<file path="src/rtl/io_seq_pkg.sv">
// Shared definitions for the I/O strobe sequencer: FSM state encoding,
// counter width default and the read/write decode constants.
package io_seq_pkg;

  localparam int CNT_W_DEF = 4;

  localparam logic RD = 1'b0;
  localparam logic WR = 1'b1;

  typedef enum logic [2:0] {
    IDLE   = 3'd0,
    SETUP  = 3'd1,
    STROBE = 3'd2,
    HOLD   = 3'd3,
    DONE   = 3'd4
  } state_e;

endpackage

</file>
<file path="src/rtl/io_strobe_seq_if.sv">
// CPU-request / decoder-drive bundle for the I/O strobe sequencer.
// The host modport is the CPU side; the slave modport is the sequencer.
interface io_strobe_seq_if;

   logic       req;
   logic       we;
   logic [1:0] addr;
   logic       wait_n;
   logic [1:0] A;
   logic [1:0] B;
   logic       G1n;
   logic       G2n;
   logic       busy;
   logic       ack;

   modport master (
      output req, we, addr, wait_n,
      input  A, B, G1n, G2n, busy, ack
   );

   modport slave (
      input  req, we, addr, wait_n,
      output A, B, G1n, G2n, busy, ack
   );

endinterface

</file>
<file path="src/rtl/io_strobe_seq_phase_cnt.sv">
// Loadable down-counter timing each bus phase; load has priority over
// decrement and the count saturates at zero.
module phase_cnt #(
   parameter int CNT_W = 4
) (
   input  logic             clk,
   input  logic             rst_n,
   input  logic             i_load,
   input  logic [CNT_W-1:0] i_load_val,
   input  logic             i_dec,
   output logic [CNT_W-1:0] o_cnt,
   output logic             o_zero
);

   logic [CNT_W-1:0] r_cnt;

   // NOTE: registers are updated with <= so every always_ff reads the
   // pre-edge value of every other register, independent of block order.
   always_ff @(posedge clk or negedge rst_n) begin
      if (!rst_n) begin
         r_cnt <= '0;
      end else if (i_load) begin
         r_cnt <= i_load_val;
      end else if (i_dec && (r_cnt != '0)) begin
         r_cnt <= r_cnt - 1'b1;
      end
   end

   assign o_cnt  = r_cnt;
   assign o_zero = (r_cnt == '0);

endmodule

</file>
<file path="src/rtl/io_strobe_seq.sv">
// Bus-cycle sequencer feeding the dual 2-to-4 I/O select decoder: half 1
// carries read strobes, half 2 write strobes. All outputs are registered.
import io_seq_pkg::*;

module io_strobe_seq #(
   parameter int SETUP_CYC  = 2,
   parameter int STROBE_CYC = 3,
   parameter int HOLD_CYC   = 1,
   parameter int CNT_W      = CNT_W_DEF
) (
   input  logic            clk,
   input  logic            rst_n,
   io_strobe_seq_if.slave  bus
);

   localparam logic [CNT_W-1:0] SETUP_LD  = CNT_W'(SETUP_CYC - 1);
   localparam logic [CNT_W-1:0] STROBE_LD = CNT_W'(STROBE_CYC - 1);
   localparam logic [CNT_W-1:0] HOLD_LD   = CNT_W'(HOLD_CYC - 1);

   state_e           r_state;
   state_e           w_next;
   logic             r_we;
   logic [1:0]       r_a;
   logic [1:0]       r_b;
   logic             r_g1n;
   logic             r_g2n;
   logic             r_busy;
   logic             r_ack;

   logic             w_load;
   logic [CNT_W-1:0] w_load_val;
   logic             w_dec;
   logic [CNT_W-1:0] w_cnt;
   logic             w_zero;
   logic             w_accept;

   phase_cnt #(
      .CNT_W (CNT_W)
   ) u_phase_cnt (
      .clk        (clk),
      .rst_n      (rst_n),
      .i_load     (w_load),
      .i_load_val (w_load_val),
      .i_dec      (w_dec),
      .o_cnt      (w_cnt),
      .o_zero     (w_zero)
   );

   // Requests are only honoured from IDLE; anything else is dropped, not queued.
   assign w_accept = (r_state == IDLE) && bus.req;

   // NOTE: every signal assigned here gets a default first, so no path
   // through the case leaves one unassigned and no latch is inferred.
   always_comb begin
      w_next     = r_state;
      w_load     = 1'b0;
      w_load_val = '0;
      w_dec      = 1'b0;
      case (r_state)
         IDLE: begin
            if (bus.req) begin
               w_next     = SETUP;
               w_load     = 1'b1;
               w_load_val = SETUP_LD;
            end
         end
         SETUP: begin
            if (w_zero) begin
               w_next     = STROBE;
               w_load     = 1'b1;
               w_load_val = STROBE_LD;
            end else begin
               w_dec = 1'b1;
            end
         end
         STROBE: begin
            // wait_n only matters once the minimum strobe width has elapsed.
            if (w_zero && bus.wait_n) begin
               w_next     = HOLD;
               w_load     = 1'b1;
               w_load_val = HOLD_LD;
            end else begin
               w_dec = 1'b1;
            end
         end
         HOLD: begin
            if (w_zero) begin
               w_next = DONE;
            end else begin
               w_dec = 1'b1;
            end
         end
         DONE:    w_next = IDLE;
         default: w_next = IDLE;
      endcase
   end

   // Outputs are registered from the next state so they line up with the
   // state they describe, with no input-to-output combinational path.
   always_ff @(posedge clk or negedge rst_n) begin
      if (!rst_n) begin
         r_state <= IDLE;
         r_we    <= RD;
         r_a     <= 2'd0;
         r_b     <= 2'd0;
         r_g1n   <= 1'b1;
         r_g2n   <= 1'b1;
         r_busy  <= 1'b0;
         r_ack   <= 1'b0;
      end else begin
         r_state <= w_next;
         if (w_accept) begin
            r_we <= bus.we;
            if (bus.we == RD) begin
               r_a <= bus.addr;
            end else begin
               r_b <= bus.addr;
            end
         end
         r_g1n  <= !((w_next == STROBE) && (r_we == RD));
         r_g2n  <= !((w_next == STROBE) && (r_we == WR));
         r_busy <= (w_next != IDLE);
         r_ack  <= (w_next == DONE);
      end
   end

   assign bus.A    = r_a;
   assign bus.B    = r_b;
   assign bus.G1n  = r_g1n;
   assign bus.G2n  = r_g2n;
   assign bus.busy = r_busy;
   assign bus.ack  = r_ack;

endmodule

</file>
<file path="src/flat_wrapper.sv">
// flat-port wrapper written by rule: the top's interface ports become plain ports
module io_strobe_seq_flat 
#(
   parameter int SETUP_CYC  = 2,
   parameter int STROBE_CYC = 3,
   parameter int HOLD_CYC   = 1,
   parameter int CNT_W      = CNT_W_DEF
)
  (clk, rst_n, bus_req, bus_we, bus_addr, bus_wait_n, bus_A, bus_B, bus_G1n, bus_G2n, bus_busy, bus_ack);
  io_strobe_seq_if bus_i ();
  input  logic clk;
  input  logic rst_n;
  input wire logic [$bits(bus_i.req)-1:0] bus_req;
  input wire logic [$bits(bus_i.we)-1:0] bus_we;
  input wire logic [$bits(bus_i.addr)-1:0] bus_addr;
  input wire logic [$bits(bus_i.wait_n)-1:0] bus_wait_n;
  output wire logic [$bits(bus_i.A)-1:0] bus_A;
  output wire logic [$bits(bus_i.B)-1:0] bus_B;
  output wire logic [$bits(bus_i.G1n)-1:0] bus_G1n;
  output wire logic [$bits(bus_i.G2n)-1:0] bus_G2n;
  output wire logic [$bits(bus_i.busy)-1:0] bus_busy;
  output wire logic [$bits(bus_i.ack)-1:0] bus_ack;
  assign bus_i.req = bus_req;
  assign bus_i.we = bus_we;
  assign bus_i.addr = bus_addr;
  assign bus_i.wait_n = bus_wait_n;
  assign bus_A = bus_i.A;
  assign bus_B = bus_i.B;
  assign bus_G1n = bus_i.G1n;
  assign bus_G2n = bus_i.G2n;
  assign bus_busy = bus_i.busy;
  assign bus_ack = bus_i.ack;
  io_strobe_seq #(.SETUP_CYC(SETUP_CYC), .STROBE_CYC(STROBE_CYC), .HOLD_CYC(HOLD_CYC), .CNT_W(CNT_W)) u_core (.clk(clk), .rst_n(rst_n), .bus(bus_i));
endmodule
</file>
<file path="config.mk">
export PLATFORM = sky130hd
export DESIGN_NAME = io_strobe_seq_flat
export DESIGN_NICKNAME = d
export VERILOG_FILES = /design/src/rtl/io_seq_pkg.sv /design/src/rtl/io_strobe_seq_if.sv /design/src/rtl/io_strobe_seq_phase_cnt.sv /design/src/rtl/io_strobe_seq.sv /design/src/flat_wrapper.sv
export SDC_FILE = /design/constraint.sdc
export NUM_CORES = 1
export LEC_CHECK = 0
export ABC_AREA = 1
export CORE_MARGIN = 2
export CORE_UTILIZATION = 40
export CTS_CLUSTER_SIZE = 25
export DETAILED_ROUTE_END_ITERATION = 8
export PLACE_DENSITY = 0.73
export SLEW_MARGIN = 10
export SYNTH_ARGS = -nofsm -noshare
export SYNTH_HDL_FRONTEND = slang
export SYNTH_SLANG_ARGS = --single-unit
</file>
<file path="constraint.sdc">
create_clock -name clk -period 1.6 [get_ports clk]
set_input_delay 0.16 -clock clk [delete_from_list [all_inputs] [get_ports clk]]
set_output_delay 0.16 -clock clk [all_outputs]
set_load 0.01 [all_outputs]
</file>
==> results.sh, run 1 <==
export IMPL_status="finished, final reports clean"
export IMPL_synth_edf_count=0
export IMPL_numCtsBuffers=3
export IMPL_nets=113
export IMPL_via_per_inst=4.435
export IMPL_max_stage_delay_ns=0.53
export IMPL_syn_to_final_growth_pct=26.73
export IMPL_drv_cap=0
export IMPL_placed_cells=127
export IMPL_cp_slowest_cell="clkdlybuf4s50_1"
export IMPL_cp_start_kind="flop"
export IMPL_crit_cells=1
export IMPL_drive_gt1_share_pct=28.85
export IMPL_die_area_sq_um=2413
export IMPL_leakage_nw=0.5175
export IMPL_synth_seq_area_share_pct=49.46
export IMPL_setup_viol=0
export IMPL_io_pins=15
export IMPL_tightest_slew_ns=0.2413
export IMPL_skew_ns=0.002181
export IMPL_syn_cell_area_sq_um=814.5
export IMPL_fin_crit_sh_pct=93.19
export IMPL_rsz0062_at_grt="false"
export IMPL_grt_start_max_net_pins=17
export IMPL_htree_num_levels=1
export IMPL_antenna_found_initial=0
export IMPL_cts_setup_buffers=0
export IMPL_arrival_ns=1.33
export IMPL_synth_fp_nets=93
export IMPL_detail_route_antenna_nets=0
export IMPL_reg2regPathDepth=9
export IMPL_overflow=0
export IMPL_async_flop_share_pct=100.0
export IMPL_vias=581
export IMPL_drc_errors=0
export IMPL_core_region_area_sq_um=1942
export IMPL_critPathTopFamily="buffers and inverters"
export IMPL_path_class="flop to output pin"
export IMPL_wire_per_inst_um=9.489
export IMPL_dp_hpwl_um=969
export IMPL_synthCells=85
export IMPL_synth_top_area_share_pct=43.01
export IMPL_wirelength_um=1243
export IMPL_tns_ns=0
export IMPL_utilization_pct=53.16
export IMPL_start_util_pct=41.95
export IMPL_gp_congestion=0.7834
export IMPL_ir_drop_mv=0.9421
export IMPL_grt_pass1_wl_um=2152
export IMPL_firstDrtPassIters=2
export IMPL_row_count=16
export IMPL_synth_area_top_cells="dfrtp_1 43%, inv_1 6.9%, dfstp_2 6.5%"
export IMPL_yosys_area_top_type="dfrtp_1"
export IMPL_cts_sinks=16
export IMPL_crit_fanout=1
export IMPL_die_w_um=49.13
export IMPL_worstSetupEndpointType="output pin"
export IMPL_synthTopCellsByCount="15 x inv_1, 14 x dfrtp_1, 11 x nand2_1"
export IMPL_clock_path_buffers=2
export IMPL_setup_slack_ns=0.1089
export IMPL_synth_most_common_cell="inv_1"
export IMPL_die_h_um=49.13
export IMPL_instances_no_fill=131
export IMPL_crit_chain="clkdlybuf4s50_1"
export IMPL_hp_class="input pin to asynchronous set/reset pin"
export IMPL_cts_resized=0
export IMPL_synthFlopType="dfrtp_1"
export IMPL_finalMaxSlewViolations=0
export IMPL_yosysWarnings=0
export IMPL_drt_iter0_markers=9
export IMPL_root_buffer="clkbuf_4"
export IMPL_synth_distinct_cells=22
export IMPL_clk_latency_ns=0.28
export IMPL_synth_seq_cells=16
export IMPL_required_ns=1.44
export IMPL_cts_tree="yes"
export IMPL_port_buffers=14
export IMPL_holdBufCountCts=0
export IMPL_place_ws_ns=0.09861
export IMPL_grtUsageTotal_pct=11.55
export IMPL_clock_fmax_mhz=670.7
export IMPL_hold_viol=0
export IMPL_powerDensity_nw_per_um2=1969
export IMPL_finalCriticalPeriod_ns=1.491
export IMPL_diodes=0
export IMPL_grt_pass1_vias=542
export IMPL_syn_avg_cell_area_sq_um=9.583
export IMPL_clk_pin_slew_worst_paths_ns=0.09
export IMPL_holdWs_ns=0.1795
export IMPL_slew_headroom_pct=83.79
export IMPL_cp_num_buf_inv=1
layer usage:
layer | vias up | track usage, % | wire (um)
met1 | 259 | 13.94 | 595
met3 | 5 | 3.067 | 58
met2 | 13 | 18.24 | 555
met5 | - | 0 | 0
met4 | 0 | 7.143 | 33
li1 | 304 | - | -
sequential cells by signal (all words and copies together) (netlist names):
name                      cells
u_core.r_state                3
u_core.bus.ack                1
u_core.r_we                   1
u_core.bus.busy               1
u_core.bus.A                  2
u_core.bus.G1n                1
u_core.bus.G2n                1
u_core.u_phase_cnt.o_cnt      4
u_core.bus.B                  2
worst paths after layout:
kind                                                                end  slack [ns]                                     from
worst max-delay path                                            bus_G1n        0.11                 u_core.bus.G1n$_DFF_PN1_
worst min-delay path            u_core.u_phase_cnt.o_cnt[2]$_DFFE_PN0P_        0.18                                    rst_n
worst max register to register  u_core.u_phase_cnt.o_cnt[0]$_DFFE_PN0P_        0.19  u_core.u_phase_cnt.o_cnt[0]$_DFFE_PN0P_
max in group asynchronous                      u_core.bus.G2n$_DFF_PN1_        1.17                                    rst_n
worst min register to register                 u_core.bus.G2n$_DFF_PN1_        0.41                  u_core.r_we$_DFFE_PN0P_
min in group clk                               u_core.bus.G2n$_DFF_PN1_        0.41                  u_core.r_we$_DFFE_PN0P_
cell usage in the layout, fill, tap and decap left out, drive strengths merged:
master,count
a21oi,1
a31oi,1
buf,1
clkbuf,4
clkdlybuf4s50,14
dfrtp,14
dfstp,2
ha,1
inv,17
mux2,4
nand2,17
nand3,6
nand4,2
nor2,14
nor3,2
nor3b,1
o211ai,1
o21ai,1
xnor2,1
per-stage QoR:
step           cell area (sq um)  total power [W]
5_1_grt                     1032         0.002203
6_report                    1032         0.002033
2_1_floorplan              814.5         0.001483
3_5_place_dp               996.0         0.001784
4_1_cts                     1032         0.002062
3_3_place_gp               996.0         0.001771
power by group:
group | leakage, nW | switching, W | internal (W)
clock | 0.0210 | 0.000123 | 0.000139
sequential | 0.191 | 0.000104 | 0.000590
combinational | 0.306 | 0.000584 | 0.000493
cell type report:
class                   instances  area [sq um]
fillers                       196         909.6
flip-flops and latches         16         402.9
multi-input cells              52         347.8
repair buffers                 15         147.6
inverters                      17         63.81
clock buffers                   4         36.28
well taps                      27         33.78
logic make-up after synthesis:
group,count (synthesis),share of synthesized area [%]
multiplexers,4,5.530
XOR/XNOR,1,1.075
AND/OR/NAND/NOR,42,31.03
AO/OA/AOI/OAI,4,3.532
adder cells (fa/ha/maj),1,1.536
buffers and inverters,17,7.834
flip-flops,16,49.46
Note: power is estimated with default switching activity, not from simulation.
==> run 2, diff against run 1 <==
--- a/config.mk
+++ b/config.mk
@@ -6,11 +6,13 @@
 export NUM_CORES = 1
 export LEC_CHECK = 0
 export ABC_AREA = 1
+export CELL_PAD_IN_SITES_DETAIL_PLACEMENT = 1
+export CELL_PAD_IN_SITES_GLOBAL_PLACEMENT = 2
 export CORE_MARGIN = 2
-export CORE_UTILIZATION = 40
+export CORE_UTILIZATION = 30
 export CTS_CLUSTER_SIZE = 25
 export DETAILED_ROUTE_END_ITERATION = 8
-export PLACE_DENSITY = 0.73
+export PLACE_DENSITY = 0.84
 export SLEW_MARGIN = 10
 export SYNTH_ARGS = -nofsm -noshare
 export SYNTH_HDL_FRONTEND = slang
==> constraint.sdc (replaced) <==
create_clock -name clk -period 1.6 [get_ports clk]
set_input_delay 0.16 -clock clk [delete_from_list [all_inputs] [get_ports clk]]
set_output_delay 0.16 -clock clk [all_outputs]
set_load 0.05 [all_outputs]
==> results.sh, run 2 (synthesis results as in run 1) <==
export IMPL_port_buffers=14
export IMPL_setup_viol=0
export IMPL_die_h_um=56.11
export IMPL_clk_latency_ns=0.29
export IMPL_drv_cap=0
export IMPL_die_area_sq_um=3148
export IMPL_path_common_cell="nand2_1"
export IMPL_grt_pass1_wl_um=2891
export IMPL_cp_slowest_cell="dfrtp_1"
export IMPL_drt_iter0_markers=7
export IMPL_tightest_slew_ns=0.4031
export IMPL_row_count=18
export IMPL_grt_start_max_net_pins=10
export IMPL_dp_hpwl_um=1345
export IMPL_via_per_inst=4.634
export IMPL_cts_setup_buffers=0
export IMPL_drc_errors=0
export IMPL_cts_sinks=16
export IMPL_clk_pin_slew_worst_paths_ns=0.10
export IMPL_wire_per_inst_um=11.81
export IMPL_vias=621
export IMPL_core_region_area_sq_um=2522
export IMPL_rsz0062_at_grt="false"
export IMPL_start_util_pct=32.29
export IMPL_antenna_found_initial=0
export IMPL_cts_resized=0
export IMPL_die_w_um=56.11
export IMPL_status="finished, final reports clean"
export IMPL_clock_path_buffers=2
export IMPL_utilization_pct=40.28
export IMPL_required_ns=1.79
export IMPL_holdBufCountCts=0
export IMPL_slew_headroom_pct=73.04
export IMPL_worstSetupEndpointType="flop"
export IMPL_firstDrtPassIters=2
export IMPL_numCtsBuffers=3
export IMPL_arrival_ns=1.65
export IMPL_drive_gt1_share_pct=36.54
export IMPL_io_pins=15
export IMPL_skew_ns=0.003417
export IMPL_htree_num_levels=1
export IMPL_powerDensity_nw_per_um2=2251
export IMPL_syn_to_final_growth_pct=24.73
export IMPL_clock_fmax_mhz=683.3
export IMPL_root_buffer="clkbuf_4"
export IMPL_path_class="flop to flop"
export IMPL_nets=113
export IMPL_leakage_nw=0.5239
export IMPL_diodes=0
export IMPL_crit_chain="inv_1, ha_1, nand2_4, nor2_4, nor2_8, nand3_1, nand2_1, nand2_1, nand2_1"
export IMPL_layout_cells_most_common_list="15 x inv_1, 14 x dfrtp_1, 11 x nand2_1"
export IMPL_critPathTopFamily="simple AND/OR/NAND/NOR gates"
export IMPL_ir_drop_mv=1.230
export IMPL_cts_tree="yes"
export IMPL_overflow=0
export IMPL_fill_cells=315
export IMPL_dpl_cell_area_sq_um=979.7
export IMPL_fin_crit_sh_pct=91.47
export IMPL_max_stage_delay_ns=0.41
export IMPL_wirelength_um=1582
export IMPL_gp_congestion=0.7098
export IMPL_fin_area_sq_um=1016
export IMPL_tns_ns=0
export IMPL_grt_pass1_vias=711
export IMPL_crit_fanout=6
export IMPL_cp_num_buf_inv=1
export IMPL_finalMaxSlewViolations=0
export IMPL_final_common_cell="inv_1"
export IMPL_grtUsageTotal_pct=11.81
export IMPL_detail_route_antenna_nets=0
export IMPL_hold_viol=0
export IMPL_largest_reg_flops=4
export IMPL_cp_start_kind="flop"
export IMPL_hp_class="input pin to asynchronous set/reset pin"
export IMPL_finalCriticalPeriod_ns=1.464
[run 2: worst register-to-register path: stages (launching register included)]
cell     delay (ns)
dfrtp_1        0.41
inv_1          0.12
ha_1           0.24
nand2_4        0.10
nor2_4         0.22
nor2_8         0.06
nand3_1        0.06
nand2_1        0.05
nand2_1        0.05
nand2_1        0.05
[run 2: final timing paths]
check | startpoint | end | slack [ns] | cells past startpoint
max in group asynchronous | rst_n | u_core.bus.A[1]$_DFFE_PN0P_ | 0.99 | 2
min in group clk | u_core.r_we$_DFFE_PN0P_ | u_core.bus.G2n$_DFF_PN1_ | 0.41 | 1
min | rst_n | u_core.bus.busy$_DFF_PN0_ | 0.15 | 1
min reg2reg | u_core.r_we$_DFFE_PN0P_ | u_core.bus.G2n$_DFF_PN1_ | 0.41 | 1
max | u_core.u_phase_cnt.o_cnt[0]$_DFFE_PN0P_ | u_core.u_phase_cnt.o_cnt[0]$_DFFE_PN0P_ | 0.14 | 9
max reg2reg | u_core.u_phase_cnt.o_cnt[0]$_DFFE_PN0P_ | u_core.u_phase_cnt.o_cnt[0]$_DFFE_PN0P_ | 0.14 | 9
[run 2: metal layers]
metal	wire, um	global-route usage (%)
met1	636	12.30
met3	74	2.791
met5	0	0
met2	832	21.68
met4	39	6.122
[run 2: area by class of cell]
class / count / area (sq um) / area share (%)
Timing Repair Buffer: 15 / 127.6 / 12.56
Multi-Input combinational cell: 52 / 347.8 / 34.24
Sequential cell: 16 / 402.9 / 39.66
Clock buffer: 4 / 36.28 / 3.571
Inverter: 17 / 63.81 / 6.281
Tap cell: 30 / 37.54 / 3.695
[run 2: metrics by stage]
| stage | setup WS [ns] | total power, W | hold slack (ns) | instances |
|---|---|---|---|---|
| global route | 0.004243 | 0.002495 | 0.1705 | 134 |
| global placement | 0.1200 | 0.002011 | 0.3855 | 130 |
| finish | 0.1365 | 0.002287 | 0.1546 | 134 |
| detailed placement | 0.06808 | 0.002048 | 0.4011 | 130 |
| floorplan | 0.3121 | 0.001727 | -0.1356 | 85 |
| CTS | 0.1110 | 0.002331 | 0.1620 | 134 |
[run 2: power breakdown]
part           internal [W]  leakage (nW)  total, W  switching, W
Combinational      0.000463         0.312   0.00131      0.000851
Clock              0.000139        0.0210  0.000272      0.000133
Sequential         0.000590         0.191  0.000701      0.000111
